===== config.mk =====
export PLATFORM = sky130hd
export DESIGN_NAME = tape_buffer_arb
export DESIGN_NICKNAME = d
export VERILOG_FILES = /design/src/rtl/tape_buf_pkg.sv /design/src/rtl/tape_wr_hold.sv /design/src/rtl/tape_buffer_arb.sv
export SDC_FILE = /design/constraint.sdc
export NUM_CORES = 1
export LEC_CHECK = 0
export ABC_AREA = 0
export BUFFER_PORTS_ARGS = -buffer_cell sky130_fd_sc_hd__buf_2
export CAP_MARGIN = 5
export CORE_ASPECT_RATIO = 1.5
export CORE_MARGIN = 3
export CORE_UTILIZATION = 35
export CTS_CLUSTER_SIZE = 8
export DETAILED_ROUTE_END_ITERATION = 12
export PLACE_DENSITY = 0.59
export SKIP_CTS_REPAIR_TIMING = 1
export SLEW_MARGIN = 5
export SYNTH_ARGS = -nofsm -noshare
export SYNTH_HDL_FRONTEND = slang
export SYNTH_SLANG_ARGS = --single-unit

===== constraint.sdc =====
create_clock -name clk_sys -period 13.1 [get_ports clk_sys]
set_input_delay 1.965 -clock clk_sys [delete_from_list [all_inputs] [get_ports clk_sys]]
set_output_delay 1.965 -clock clk_sys [all_outputs]
set_load 0.02 [all_outputs]

===== src/rtl/tape_buf_pkg.sv =====
// Shared definitions for the tape-image buffer arbiter.
//   ADDR_W    : width of image offsets and SDRAM byte addresses
//   IDLE_DATA : byte returned to the player when no valid data exists
//   tape_state_e : arbiter FSM states
package tape_buf_pkg;

  localparam int unsigned ADDR_W    = 25;
  localparam logic [7:0]  IDLE_DATA = 8'hFF;

  typedef enum logic [1:0] {
    GAP,
    OPEN,
    RWAIT,
    WRITE
  } tape_state_e;

endpackage


===== src/rtl/tape_wr_hold.sv =====
// One-entry holding register for ioctl download bytes.
// Captures a byte on each ioctl_wr during a download, flags bytes lost while
// the entry is still occupied, and tracks the image length (highest offset + 1).
// Ports:
//   clk_sys, reset          : clock, async active-high reset
//   ioctl_download, dl_rise : download level and its rising-edge pulse
//   ioctl_wr/addr/dout      : download strobe, offset and byte
//   hold_ack                : memory has committed the held byte this cycle
//   hold_full/addr/data     : holding register state
//   wr_overflow             : sticky lost-byte flag, cleared on dl_rise
//   max_addr                : image length seen so far
module tape_wr_hold
  import tape_buf_pkg::*;
(
  input  logic              clk_sys,
  input  logic              reset,
  input  logic              ioctl_download,
  input  logic              dl_rise,
  input  logic              ioctl_wr,
  input  logic [ADDR_W-1:0] ioctl_addr,
  input  logic [7:0]        ioctl_dout,
  input  logic              hold_ack,
  output logic              hold_full,
  output logic [ADDR_W-1:0] hold_addr,
  output logic [7:0]        hold_data,
  output logic              wr_overflow,
  output logic [ADDR_W-1:0] max_addr
);

  logic              strobe;
  logic              accept;
  logic [ADDR_W-1:0] end_addr;
  logic [ADDR_W-1:0] max_base;

  always_comb begin
    strobe   = ioctl_download & ioctl_wr;
    // An ack in the same cycle frees the entry, so the new byte still fits.
    accept   = strobe & (~hold_full | hold_ack);
    // Length saturates at the top offset instead of wrapping to zero.
    end_addr = (ioctl_addr == '1) ? '1 : ioctl_addr + ADDR_W'(1);
    max_base = dl_rise ? '0 : max_addr;
  end

  always_ff @(posedge clk_sys or posedge reset) begin
    if (reset) begin
      hold_full   <= 1'b0;
      hold_addr   <= '0;
      hold_data   <= '0;
      wr_overflow <= 1'b0;
      max_addr    <= '0;
    end else begin
      if (accept) begin
        hold_full <= 1'b1;
        hold_addr <= ioctl_addr;
        hold_data <= ioctl_dout;
      end else if (hold_ack) begin
        hold_full <= 1'b0;
      end

      if (dl_rise)
        wr_overflow <= 1'b0;
      if (strobe && !accept)
        wr_overflow <= 1'b1;

      if (accept)
        max_addr <= (end_addr > max_base) ? end_addr : max_base;
      else if (dl_rise)
        max_addr <= '0;
    end
  end

endmodule


===== src/rtl/tape_buffer_arb.sv =====
// Tape-image buffer arbiter: owns the image in SDRAM, writes download bytes,
// measures the image size and serves the player's slotted byte reads.
// Ports:
//   clk_sys, reset                 : clock, async active-high reset
//   ioctl_download/wr/addr/dout    : download interface
//   tape_rd_en, tape_rd, tape_addr : player slot, request and offset
//   tape_din                       : byte returned, valid from the first
//                                    rd_en-low cycle after a read
//   tape_size, size_valid          : image length of the last download
//   mem_req/we/addr/wdata          : SDRAM byte-port request (held until ack)
//   mem_ack, mem_rdata             : SDRAM completion and read data
//   wr_overflow, rd_error          : sticky lost-byte / read-timeout flags
module tape_buffer_arb
  import tape_buf_pkg::*;
#(
  parameter logic [ADDR_W-1:0] BASE_ADDR   = '0,
  parameter int unsigned       GAP_CYCLES  = 4,
  parameter int unsigned       OPEN_CYCLES = 8,
  parameter int unsigned       MEM_TIMEOUT = 255
) (
  input  logic              clk_sys,
  input  logic              reset,
  input  logic              ioctl_download,
  input  logic              ioctl_wr,
  input  logic [ADDR_W-1:0] ioctl_addr,
  input  logic [7:0]        ioctl_dout,
  output logic              tape_rd_en,
  input  logic              tape_rd,
  input  logic [ADDR_W-1:0] tape_addr,
  output logic [7:0]        tape_din,
  output logic [ADDR_W-1:0] tape_size,
  output logic              size_valid,
  output logic              mem_req,
  output logic              mem_we,
  output logic [ADDR_W-1:0] mem_addr,
  output logic [7:0]        mem_wdata,
  input  logic              mem_ack,
  input  logic [7:0]        mem_rdata,
  output logic              wr_overflow,
  output logic              rd_error
);

  localparam int unsigned CNT_W = 16;

  tape_state_e       state;
  logic [CNT_W-1:0]  cnt;
  logic              dl_q;
  logic              size_pend;
  logic              dl_rise;
  logic              dl_fall;
  logic              hold_ack;
  logic              hold_full;
  logic [ADDR_W-1:0] hold_addr;
  logic [7:0]        hold_data;
  logic [ADDR_W-1:0] max_addr;

  always_comb begin
    dl_rise  = ioctl_download & ~dl_q;
    dl_fall  = ~ioctl_download & dl_q;
    hold_ack = (state == WRITE) & mem_ack;
  end

  tape_wr_hold u_wr_hold (
    .clk_sys        (clk_sys),
    .reset          (reset),
    .ioctl_download (ioctl_download),
    .dl_rise        (dl_rise),
    .ioctl_wr       (ioctl_wr),
    .ioctl_addr     (ioctl_addr),
    .ioctl_dout     (ioctl_dout),
    .hold_ack       (hold_ack),
    .hold_full      (hold_full),
    .hold_addr      (hold_addr),
    .hold_data      (hold_data),
    .wr_overflow    (wr_overflow),
    .max_addr       (max_addr)
  );

  always_ff @(posedge clk_sys or posedge reset) begin
    if (reset) begin
      state      <= GAP;
      cnt        <= '0;
      tape_rd_en <= 1'b0;
      tape_din   <= IDLE_DATA;
      tape_size  <= '0;
      size_valid <= 1'b0;
      mem_req    <= 1'b0;
      mem_we     <= 1'b0;
      mem_addr   <= '0;
      mem_wdata  <= '0;
      rd_error   <= 1'b0;
      dl_q       <= 1'b0;
      size_pend  <= 1'b0;
    end else begin
      dl_q <= ioctl_download;

      // Size is published only after the held byte has been committed, so
      // size_valid never rises while the last write is still in flight.
      if (dl_rise) begin
        size_valid <= 1'b0;
        rd_error   <= 1'b0;
        size_pend  <= 1'b0;
      end else if (dl_fall) begin
        size_pend <= 1'b1;
      end else if (size_pend && !hold_full) begin
        tape_size  <= max_addr;
        size_valid <= 1'b1;
        size_pend  <= 1'b0;
      end

      case (state)
        GAP: begin
          if (hold_full) begin
            state     <= WRITE;
            mem_req   <= 1'b1;
            mem_we    <= 1'b1;
            mem_addr  <= BASE_ADDR + hold_addr;
            mem_wdata <= hold_data;
          end else if (ioctl_download) begin
            cnt <= '0;
          end else if (cnt == CNT_W'(GAP_CYCLES - 1)) begin
            state      <= OPEN;
            tape_rd_en <= 1'b1;
            cnt        <= '0;
          end else begin
            cnt <= cnt + CNT_W'(1);
          end
        end

        OPEN: begin
          if (ioctl_download) begin
            state      <= GAP;
            tape_rd_en <= 1'b0;
            cnt        <= '0;
          end else if (tape_rd) begin
            state    <= RWAIT;
            mem_req  <= 1'b1;
            mem_we   <= 1'b0;
            mem_addr <= BASE_ADDR + tape_addr;
            cnt      <= '0;
          end else if (cnt == CNT_W'(OPEN_CYCLES - 1)) begin
            state      <= GAP;
            tape_rd_en <= 1'b0;
            cnt        <= '0;
          end else begin
            cnt <= cnt + CNT_W'(1);
          end
        end

        // rd_en stays high here so it falls together with tape_din updating.
        RWAIT: begin
          if (mem_ack) begin
            tape_din   <= mem_rdata;
            mem_req    <= 1'b0;
            tape_rd_en <= 1'b0;
            state      <= GAP;
            cnt        <= '0;
          end else if (cnt == CNT_W'(MEM_TIMEOUT - 1)) begin
            tape_din   <= IDLE_DATA;
            mem_req    <= 1'b0;
            rd_error   <= 1'b1;
            tape_rd_en <= 1'b0;
            state      <= GAP;
            cnt        <= '0;
          end else begin
            cnt <= cnt + CNT_W'(1);
          end
        end

        WRITE: begin
          if (mem_ack) begin
            mem_req <= 1'b0;
            mem_we  <= 1'b0;
            state   <= GAP;
            cnt     <= '0;
          end
        end

        default: begin
          state      <= GAP;
          tape_rd_en <= 1'b0;
          cnt        <= '0;
        end
      endcase
    end
  end

endmodule


==> key figures <==
Global route
  – Initial antenna violation count: 4
  – Gr ovfl total: 0
  – Largest net degree at the start of global routing: 100
  – Tot GR Track Use: 16.1%
  – Vias in the first global route: 5,813
  – First-pass GRT wire length: 30.8 mm

Critical path
  – Worst-path fanout max: 24
  – Reg2Reg Depth: 10
  – Setup crit start kind: input pin
  – FF-to-FF End: u_wr_hold.max_addr[23]$_DFF_PP0_
  – FF-to-FF setup slack: 9.20 ns
  – Crit end category: flop
  – Setup Crit Path Kind: input pin to flop
  – Reg2reg start: dl_q$_DFF_PP0_
  – Worst EP arrival: 5.97 ns
  – Crit path required time: 13.41 ns

Yosys
  – Cell taking the most area after synthesis: dfrtp_1
  – Area contributors post-synth: dfrtp_1 (46%), mux2_2 (11%), mux2i_1 (5.8%)
  – Post-Synth Simple-Gate Area: 14.9%
  – Ys Warns: 0
  – Synth Area in XOR/XNOR: 2.58%
  – Synth Area in Adders: 5.60%
  – Largest family of logic cells by synthesized area: multiplexers
  – Post-synth ARST share: 100%
  – Mapped Area: 0.00781 sq mm
  – Mux share of post-synthesis cell area: 16.7%
  – Synth Area in Compound Gates: 8.31%
  – Post-synthesis cell count: 699
  – Number of library cell types mapped by synthesis: 64
  – Register bit count reported by yosys: 151
  – Ys flop type: dfrtp_1
  – Avg Inst Size Synth: 11.2 sq um
  – Register area share after synthesis: 48.5%
  – Post-Syn Nets: 806
  – Synth top area share: 45.8%
  – Post-synth EDFFs: 0

Hold path
  – HP Class: flop to flop
  – Worst Hold Path Cells: 1
  – Hold Path End: tape_size[4]$_DFFE_PP0P_
  – Hold wc startpoint: tape_size[4]$_DFFE_PP0P_

Finish
  – Multi-input gate area: 0.00377 sq mm
  – Seq. cell area: 0.00379 sq mm
  – Non-filler cells, final: 1,126
  – # fillers: 2,151
  – Syn-to-layout area delta: 20.0%
  – NumNets Final: 947
  – Layout cells sized above 1: 33.8%
  – Most frequent cells in the layout: dfrtp_1 (143), buf_2 (143), mux2_2 (73), nor2_1 (50), mux2i_1 (45)

CTS
  – Clock slew at reported path FFs: 0.06 ns
  – Clock root cell: clkbuf_16
  – CTS sink count: 151
  – CTS tree: done
  – Worst-case clock buffer depth: 2
  – Total CTS buffers: 17
  – Clk Latency, worst-skew pair: 0.43 ns
  – H-tree depth: 4

Detailed routing
  – DRC viols: 0
  – Vias per cell: 5.01
  – Vias: 5,641
  – Final WL: 18.7 mm
  – DRT antenna net count: 0
  – First-pass DRT Iterations: 4
  – DR WL/cell: 16.6 microns
  – Initial DRC Count: 219

STA
  – FMAX: 177 MHz
  – Slew at the pin closest to its max-slew limit: 1.02 ns
  – Slew Viols, Final: 0
  – Hold slack: 0.497 ns
  – Final WS setup: 7.44 ns
  – Final Setup Violations: 0
  – Final min period: 5.66 ns
  – Setup_tns: 0 ns
  – Clock Skew: 0.00936 ns
  – Period Utilization, post-route: 43.2%
  – Fin. Hold Viols: 0
  – Slew margin rel.: 32.0%
  – Unrepaired setup endpoints after global routing: false

Run status
  – Status: finished, final reports clean

Placement
  – GP Congestion: 0.813
  – I/O Buffers: 143
  – Pre-CTS setup slack: 7.00 ns
  – DP HPWL: 13.8 mm
  – Dpl cells: 1,093

Pwr
  – Overall Power: 0.00206 W
  – Peak supply drop: 111 uV
  – Leakage Power: 4.49 nW
  – Pwr Density: 219 mW/mm^2

Floorplanning
  – Core Region: 0.0218 sq mm
  – Initial Util: 35.8%
  – DIE AREA: 0.0242 sq mm
  – I/O pin cnt: 144
  – Die height: 189 microns
  – Core Rows: 66
  – Die W: 128 microns

Run
  – Max cap viols: 0
[how the worst max path moves through the flow]
stage,start,to,cells past startpoint
after detailed placement,ioctl_addr[0],u_wr_hold.max_addr[20]$_DFF_PP0_,14
after CTS,ioctl_addr[0],u_wr_hold.max_addr[23]$_DFF_PP0_,14
after global placement,ioctl_addr[0],u_wr_hold.max_addr[21]$_DFF_PP0_,14
after floorplan,reset,cnt[0]$_DFFE_PP0P_,1
final,ioctl_addr[0],u_wr_hold.max_addr[23]$_DFF_PP0_,14
after global routing,ioctl_addr[0],u_wr_hold.max_addr[22]$_DFF_PP0_,14
[stage by stage]
stage,utilization (%),cell area [sq um]
detailed placement,40.3,8790
global route,43.0,9380
floorplan,-,7820
finish,43.0,9380
global placement,40.3,8790
CTS,43.0,9370
[final cells by class]
cell class | instances | area share, %
Sequential cell | 151 | 40.4
Tap cell | 272 | 3.63
Multi-Input combinational cell | 484 | 40.2
Inverter | 39 | 1.61
Clock buffer | 18 | 4.68
Antenna cell | 1 | 0.0267
Clock inverter | 14 | 1.49
Timing Repair Buffer | 147 | 7.95
[metal layers]
layer,vias to the layer above,global-route usage [%],routed length (microns)
met5,-,0,22
met4,6,4.74,289
met3,22,4.71,1190
met2,143,27.8,9650
met1,2727,19.2,7560
li1,2743,-,-
[logic make-up after synthesis]
family,Yosys count
simple gates,207
flops,151
mux,120
compound gates,99
buf+inv,64
fa+ha+maj,35
xor+xnor,23
[where the power goes]
| part | total, W | leakage, nW | internal [W] | switching (W) |
|---|---|---|---|---|
| clock network | 0.000482 | 0.279 | 0.000272 | 0.000210 |
| registers | 0.000766 | 1.90 | 0.000664 | 0.000102 |
| logic | 0.000807 | 2.32 | 0.000333 | 0.000474 |
| total | 0.00206 | 4.49 | 0.00127 | 0.000787 |
[worst max-delay path, cell delays in order]
cell      delay (ns)
buf_2           0.12
ha_1            0.20
and4_1          0.34
nand3_2         0.18
nor3_4          0.55
and2b_1         0.26
inv_1           0.05
ha_1            0.24
a21o_1          0.19
a221o_1         0.31
a21oi_1         0.14
o211ai_1        0.15
o21ai_4         0.84
mux2_2          0.42
[cells in the mapped netlist, drive strengths merged, types with 6 or more instances]
cell	n
dfrtp	143
mux2	75
nor2	51
mux2i	45
a21oi	44
inv	39
nand2	36
ha	35
nand3	24
nand2b	23
nor2b	22
buf	16
nand4	15
o21ai	15
xor2	14
clkbuf	9
xnor2	9
and3	8
dfstp	8
o22a	8
nor3	6
[registers in the layout (all words and copies together), names as in the netlist]
register,cells
mem_addr,25
tape_size,25
size_pend,1
u_wr_hold.wr_overflow,1
u_wr_hold.max_addr,25
mem_req,1
rd_error,1
mem_we,1
state,2
tape_din,8
u_wr_hold.hold_data,8
u_wr_hold.hold_full,1
mem_wdata,8
size_valid,1
u_wr_hold.hold_addr,25
tape_rd_en,1
cnt,16
dl_q,1
No activity file was read; power rests on OpenSTA's default activity.
